**src/rtl/seg7_scan.sv**
```systemverilog
// Multiplexed common-anode 7-segment scanner with per-frame snapshot,
// leading-zero blanking, decimal points and an all-off guard gap between digits.
module seg7_scan #(
  parameter int unsigned N_DIG = 3,
  parameter int unsigned DWELL = 50000,
  parameter int unsigned GAP   = 500
) (
  input  logic               clk,
  input  logic               rst_n,
  input  logic [4*N_DIG-1:0] bcd,
  input  logic [N_DIG-1:0]   dp,
  input  logic               lz_en,
  output logic [N_DIG-1:0]   an,
  output logic [6:0]         seg,
  output logic               dp_n,
  output logic               frame_tick
);

  localparam int unsigned MaxCnt = (DWELL > GAP) ? DWELL : GAP;
  localparam int unsigned CW     = (MaxCnt > 1) ? $clog2(MaxCnt) : 1;
  localparam int unsigned IW     = (N_DIG > 1) ? $clog2(N_DIG) : 1;

  localparam logic [CW-1:0] GapLast   = CW'(GAP - 1);
  localparam logic [CW-1:0] DwellLast = CW'(DWELL - 1);
  localparam logic [IW-1:0] IdxLast   = IW'(N_DIG - 1);

  typedef enum logic {StGap, StShow} state_e;

  state_e             state_q, state_d;
  logic [CW-1:0]      cnt_q, cnt_d;
  logic [IW-1:0]      idx_q, idx_d;
  logic [4*N_DIG-1:0] snap_q, snap_d;
  logic [N_DIG-1:0]   dp_snap_q, dp_snap_d;
  logic               wrap;
  logic [3:0]         nib;
  logic [6:0]         dec;
  logic               blank;
  logic [N_DIG-1:0]   an_d;
  logic [6:0]         seg_d;
  logic               dp_n_d;

  always_comb begin
    state_d = state_q;
    cnt_d   = cnt_q + 1'b1;
    idx_d   = idx_q;
    wrap    = 1'b0;
    unique case (state_q)
      StGap: begin
        if (cnt_q == GapLast) begin
          state_d = StShow;
          cnt_d   = '0;
        end
      end
      StShow: begin
        if (cnt_q == DwellLast) begin
          state_d = StGap;
          cnt_d   = '0;
          if (idx_q == IdxLast) begin
            idx_d = '0;
            wrap  = 1'b1;
          end else begin
            idx_d = idx_q + 1'b1;
          end
        end
      end
      default: state_d = StGap;
    endcase
    snap_d    = wrap ? bcd : snap_q;
    dp_snap_d = wrap ? dp  : dp_snap_q;
  end

  // Outputs are computed from the next state so the registers track the state exactly.
  always_comb begin
    nib = snap_d[{idx_d, 2'b00} +: 4];
    case (nib)
      4'd0:    dec = 7'b1000000;
      4'd1:    dec = 7'b1111001;
      4'd2:    dec = 7'b0100100;
      4'd3:    dec = 7'b0110000;
      4'd4:    dec = 7'b0011001;
      4'd5:    dec = 7'b0010010;
      4'd6:    dec = 7'b0000010;
      4'd7:    dec = 7'b1111000;
      4'd8:    dec = 7'b0000000;
      4'd9:    dec = 7'b0010000;
      default: dec = 7'b0111111;
    endcase
    blank = lz_en && (idx_d != '0);
    for (int j = 0; j < N_DIG; j++) begin
      if ((IW'(j) >= idx_d) && ((snap_d[4*j +: 4] != 4'h0) || dp_snap_d[j])) begin
        blank = 1'b0;
      end
    end
    if (state_d == StShow) begin
      an_d   = ~(N_DIG'(1) << idx_d);
      seg_d  = blank ? 7'h7F : dec;
      dp_n_d = ~dp_snap_d[idx_d];
    end else begin
      an_d   = '1;
      seg_d  = 7'h7F;
      dp_n_d = 1'b1;
    end
  end

  always_ff @(posedge clk or negedge rst_n) begin
    if (!rst_n) begin
      state_q    <= StGap;
      cnt_q      <= '0;
      idx_q      <= '0;
      snap_q     <= '0;
      dp_snap_q  <= '0;
      an         <= '1;
      seg        <= 7'h7F;
      dp_n       <= 1'b1;
      frame_tick <= 1'b0;
    end else begin
      state_q    <= state_d;
      cnt_q      <= cnt_d;
      idx_q      <= idx_d;
      snap_q     <= snap_d;
      dp_snap_q  <= dp_snap_d;
      an         <= an_d;
      seg        <= seg_d;
      dp_n       <= dp_n_d;
      frame_tick <= wrap;
    end
  end

endmodule

```
**config.mk**
```make
export PLATFORM = sky130hd
export DESIGN_NAME = seg7_scan
export DESIGN_NICKNAME = d
export VERILOG_FILES = /design/src/rtl/seg7_scan.sv
export SDC_FILE = /design/constraint.sdc
export NUM_CORES = 1
export LEC_CHECK = 0
export CAP_MARGIN = 20
export CORE_MARGIN = 5
export CORE_UTILIZATION = 56
export CTS_CLUSTER_DIAMETER = 60
export DETAILED_ROUTE_END_ITERATION = 7
export PLACE_DENSITY = 0.86
export SLEW_MARGIN = 20
export SYNTH_ARGS = -nofsm -noshare
export SYNTH_HDL_FRONTEND = slang
export SYNTH_SLANG_ARGS = --single-unit
```
**constraint.sdc**
```tcl
create_clock -name clk -period 3.4 [get_ports clk]
set_input_delay 0.85 -clock clk [delete_from_list [all_inputs] [get_ports clk]]
set_output_delay 0.85 -clock clk [all_outputs]
set_load 0.01 [all_outputs]
```
==> impl.org <==
** Run status
- Status :: completed

** Floorplan
- DIE WIDTH :: ~76 um
- The floorplan step defined a die boundary enclosing slightly below 6000 um^2.
- The floorplan has 24 rows.
- From bottom edge to top edge, the die measures around 76 um.
- For this configuration, the core starts out at a cell density of between 50% and 60%.
- After floorplanning, the core was sized to cover 4320 um^2.
- In this run the count of I/O pins placed on the die edge is 30.

** Critical path
- The critical path is of the flip-flop to flip-flop type.
- Worst Path Max Fanout :: 10
- Endpoint kind of the worst setup timing path :: flip-flop
- The worst register-to-register path begins at cnt_q[0]$_DFF_PN0_.
- CP delay by family, top :: simple AND/OR/NAND/NOR gates
- Total buffers and inverters traversed by the critical path :: 0
- Element type at the critical path start :: flip-flop
- The worst register-to-register path has a depth of 7.
- Walking the worst path, the cells encountered are ha_1, and4_4, and4_1, mux2i_4, and3_1, o21ai_0, a211o_1.
- The largest single stage delay on the critical path is ~0.50 ns.
- R2R Setup Slk :: roughly 0.73 ns
- Cell type of the slowest stage on the worst timing path :: sky130_fd_sc_hd__and4_1
- Critical R2R Capture :: seg[3]$_DFF_PN1_
- Data arrival, critical path :: approximately 2.9 ns
- Data required time of the critical path :: 3.63 ns

** Pwr
- Of the total power, the share spent switching nets is between 20% and 30%.
- Internal power comes to between 700 and 800 uW.
- IR analysis of the VDD net gives a maximum drop of roughly 260 uV.
- Sequential Power Share :: 59.5%
- Power dissipated by switching net loads :: 191 uW
- For this design the ratio of total power to cell area is between 300 and 400 nW/um^2.
- In this run, the clock network consumes roughly 37% of the power.
- Summed over all cells, the static leakage comes to around 1.2 nW.
- Per report_power, the combinational group accounts for around 3.4% of the total.

** CTS
- Post-cts hold buffer count :: 0
- Buffer levels on the longest clock path :: 2
- Cell at the root of the clock tree :: sky130_fd_sc_hd__clkbuf_8
- Reg clk slew, reported paths :: 0.08 ns
- Clock latency on the worst-skew pair, taken at its later pin, is roughly 0.3 ns.
- Post-CTS setup-driven buffer insertion count :: 0
- CTS tree :: built
- Buffers inserted during clock tree synthesis total 5.
- H-tree depth :: 2
- Counting every sink on the clock net gives 46.
- Resized cells post-CTS :: 0

** Cells and area
- The final layout contains a little under 300 nets.
- The layout has between 300 and 400 filler cells.
- Commonest non-fill, non-tap cell in the layout :: sky130_fd_sc_hd__nand2_1
- The finished cells cover around 2900 um^2.
- Multi-input gate area :: 1250 um^2
- Cells with a size suffix above 1 make up between 10% and 20% of the layout.
- Antenna Cells :: 0
- The area growth from synthesis to layout is 16.0%.
- In the layout the commonest cells are sky130_fd_sc_hd__nand2_1 (68), sky130_fd_sc_hd__dfrtp_1 (35), sky130_fd_sc_hd__clkdlybuf4s50_1 (28).
- Flip-flop and latch area :: 1160 um^2

** Yosys
- The number of nets in the synthesized netlist is ~270.
- Counting every instance in the synthesized netlist gives 250.
- Number of synthesized flops with an enable pin :: 0
- For this run, the number of Yosys warnings is 0.
- The number of different library cells used by synthesis comes to 53.
- Predominant post-synthesis flop cell :: sky130_fd_sc_hd__dfrtp_1
- In this run the cell area of the synthesized design comes to 2470 um^2.
- Async set-or-reset flop fraction in the synthesized netlist :: 100%
- The synthesized design contains 46 register bits.
- Each instance of the synthesized netlist takes up on average about 10 um^2.
- Post-synthesis sequential area ratio :: approximately 47%

** Placement
- DPL Wire Length :: 3.46 mm
- Summing all placed instances gives a cell area of approximately 2800 um^2.
- During placement, the flow inserted port buffers numbering 29.
- Final weighted congestion in routability-driven placement :: around 0.90

** Timing
- Total count of hold-check failures in the final report :: 0
- At the pin with the least slew margin, the transition time is 0.654 ns.
- Clock Skew :: around 0.0048 ns
- In the finished design, the share of the clock period the worst path needs comes to approximately four fifths.
- Setup violations remaining at the end of the flow were counted as 0.
- Static timing analysis puts the maximum clock frequency at around 380 MHz.
- Worst slew margin relative to its limit :: about 56%
- Time the worst path needs with I/O delays and setup :: around 2.7 ns
- Setup repair after global routing missed its margin :: no
- Max-slew violation count :: 0
- In the final timing run, aggregate negative setup slack is 0 ns.

** GRT
- Largest net degree at the start of global routing :: 47
- Overflow left after global routing :: 0
- Antenna violations before repair :: 0
- Across every metal layer, demand over resource in global routing totals approximately 17%.
- The first global-routing pass estimated ~8.3 mm of wire.
- The via count of the first global-routing pass came to 1809.

** Route
- The routed design has a little under 5 mm of wire.
- Using the TritonRoute via totals, the vias-per-cell ratio works out to between 5 and 6.
- Initial DRC count :: 120
- Before antenna repair, the detailed router went through 4 iterations.
- Dividing the detail-routed wire length by the instance count gives between 10 and 15 um.
- The routed layout has between 1500 and 2000 vias.
- DRT antenna net count :: 0
- For this run, design rule violations remaining after detail routing come to 0.

** Hold path
- Min-delay worst type :: flip-flop to flip-flop
- Hold path cells :: 1
- For hold timing, the worst endpoint is cnt_q[0]$_DFF_PN0_.
- The startpoint identified for the worst hold timing path is cnt_q[0]$_DFF_PN0_.

** Job
- The tool flagged a number of max-cap violations equal to 0.
[power groups by stage]
| stage | logic (mW) | registers, mW | clock network (mW) |
|---|---|---|---|
| after CTS | 0.0317 | 0.547 | 0.349 |
| after global placement | 0.0310 | 0.558 | 0 |
| after global routing | 0.0347 | 0.547 | 0.376 |
| final | 0.0309 | 0.547 | 0.342 |
| after floorplan | 0.000758 | 0.558 | 0 |
| after detailed placement | 0.0316 | 0.558 | 0 |
[flip-flops by register name, summed over array words and instances, names as in the netlist, 2 cells and up]
name / flops
idx_q: 2
dp_snap_q: 3
snap_q: 12
an: 3
seg: 7
cnt_q: 16
[synth_stat cells, drive strengths merged (2+ instances only)]
| cell | instances | area share (%) |
|---|---|---|
| nor2 | 21 | 3.2 |
| and2 | 2 | 0.51 |
| buf | 4 | 1.3 |
| mux4 | 3 | 2.7 |
| nor2b | 3 | 0.76 |
| xnor2 | 6 | 2.1 |
| inv | 2 | 0.30 |
| a21oi | 4 | 1.3 |
| xor2 | 8 | 2.8 |
| nand4 | 7 | 1.8 |
| nand2 | 68 | 10 |
| and4 | 5 | 1.9 |
| dfrtp | 35 | 35 |
| mux2i | 9 | 4.1 |
| nand3 | 4 | 0.81 |
| nor3 | 2 | 0.40 |
| and3 | 8 | 2.0 |
| dfstp | 11 | 12 |
| nor4b | 3 | 1.7 |
| o2bb2ai | 3 | 1.1 |
| o21ai | 5 | 1.0 |
| o211ai | 4 | 1.2 |
| mux2 | 5 | 2.4 |
| clkbuf | 6 | 0.91 |
[metrics by stage]
step	std cells	hold WS, ns	power (mW)	setup WS [ns]	util (%)
2_1_floorplan	250	0.425	0.559	1.14	-
3_3_place_gp	322	0.438	0.589	0.605	64.2
3_5_place_dp	322	0.443	0.589	0.548	64.2
4_1_cts	330	0.454	0.928	0.761	66.3
5_1_grt	330	0.474	0.958	0.590	66.4
6_report	330	0.453	0.920	0.734	66.4
[how the worst max path moves through the flow]
stage                                   from  slack, ns               end  depth (start not counted)
after floorplan                       bcd[1]       1.14  seg[3]$_DFF_PN1_                          5
final                     cnt_q[0]$_DFF_PN0_       0.73  seg[3]$_DFF_PN1_                          7
after detailed placement              bcd[1]       0.55  seg[3]$_DFF_PN1_                          6
after CTS                 cnt_q[0]$_DFF_PN0_       0.76  seg[3]$_DFF_PN1_                          7
after global routing      cnt_q[0]$_DFF_PN0_       0.59  seg[3]$_DFF_PN1_                          7
after global placement                bcd[1]       0.61  seg[3]$_DFF_PN1_                          6
[kinds of logic (layout without fill, tap and decap cells)]
family | after synthesis | count (layout) | share of synthesized area [%]
XOR/XNOR | 14 | 14 | 4.96
AND/OR/NAND/NOR | 132 | 132 | 26.9
multiplexers | 17 | 17 | 9.31
flip-flops | 46 | 46 | 47.1
AO/OA/AOI/OAI | 27 | 27 | 8.35
buffers and inverters | 12 | 40 | 2.53
adder cells (fa/ha/maj) | 2 | 2 | 0.910
[per-layer routing]
metal | up-vias | part of all wire [%] | global-route usage (%)
li1 | 934 | - | -
met1 | 916 | 47 | 23.2
met2 | 45 | 46 | 26.7
met3 | 10 | 5.0 | 4.02
met4 | 0 | 1.7 | 4.90
met5 | - | 0 | 0
[area by class of cell]
cell class	count	area share, %
clock buffers	7	3.01
clock inverters	1	0.174
inverters	2	0.262
multi-input cells	192	43.4
flip-flops and latches	46	40.6
well taps	52	2.27
repair buffers	30	10.3
Power figures use the tool's default switching activity.
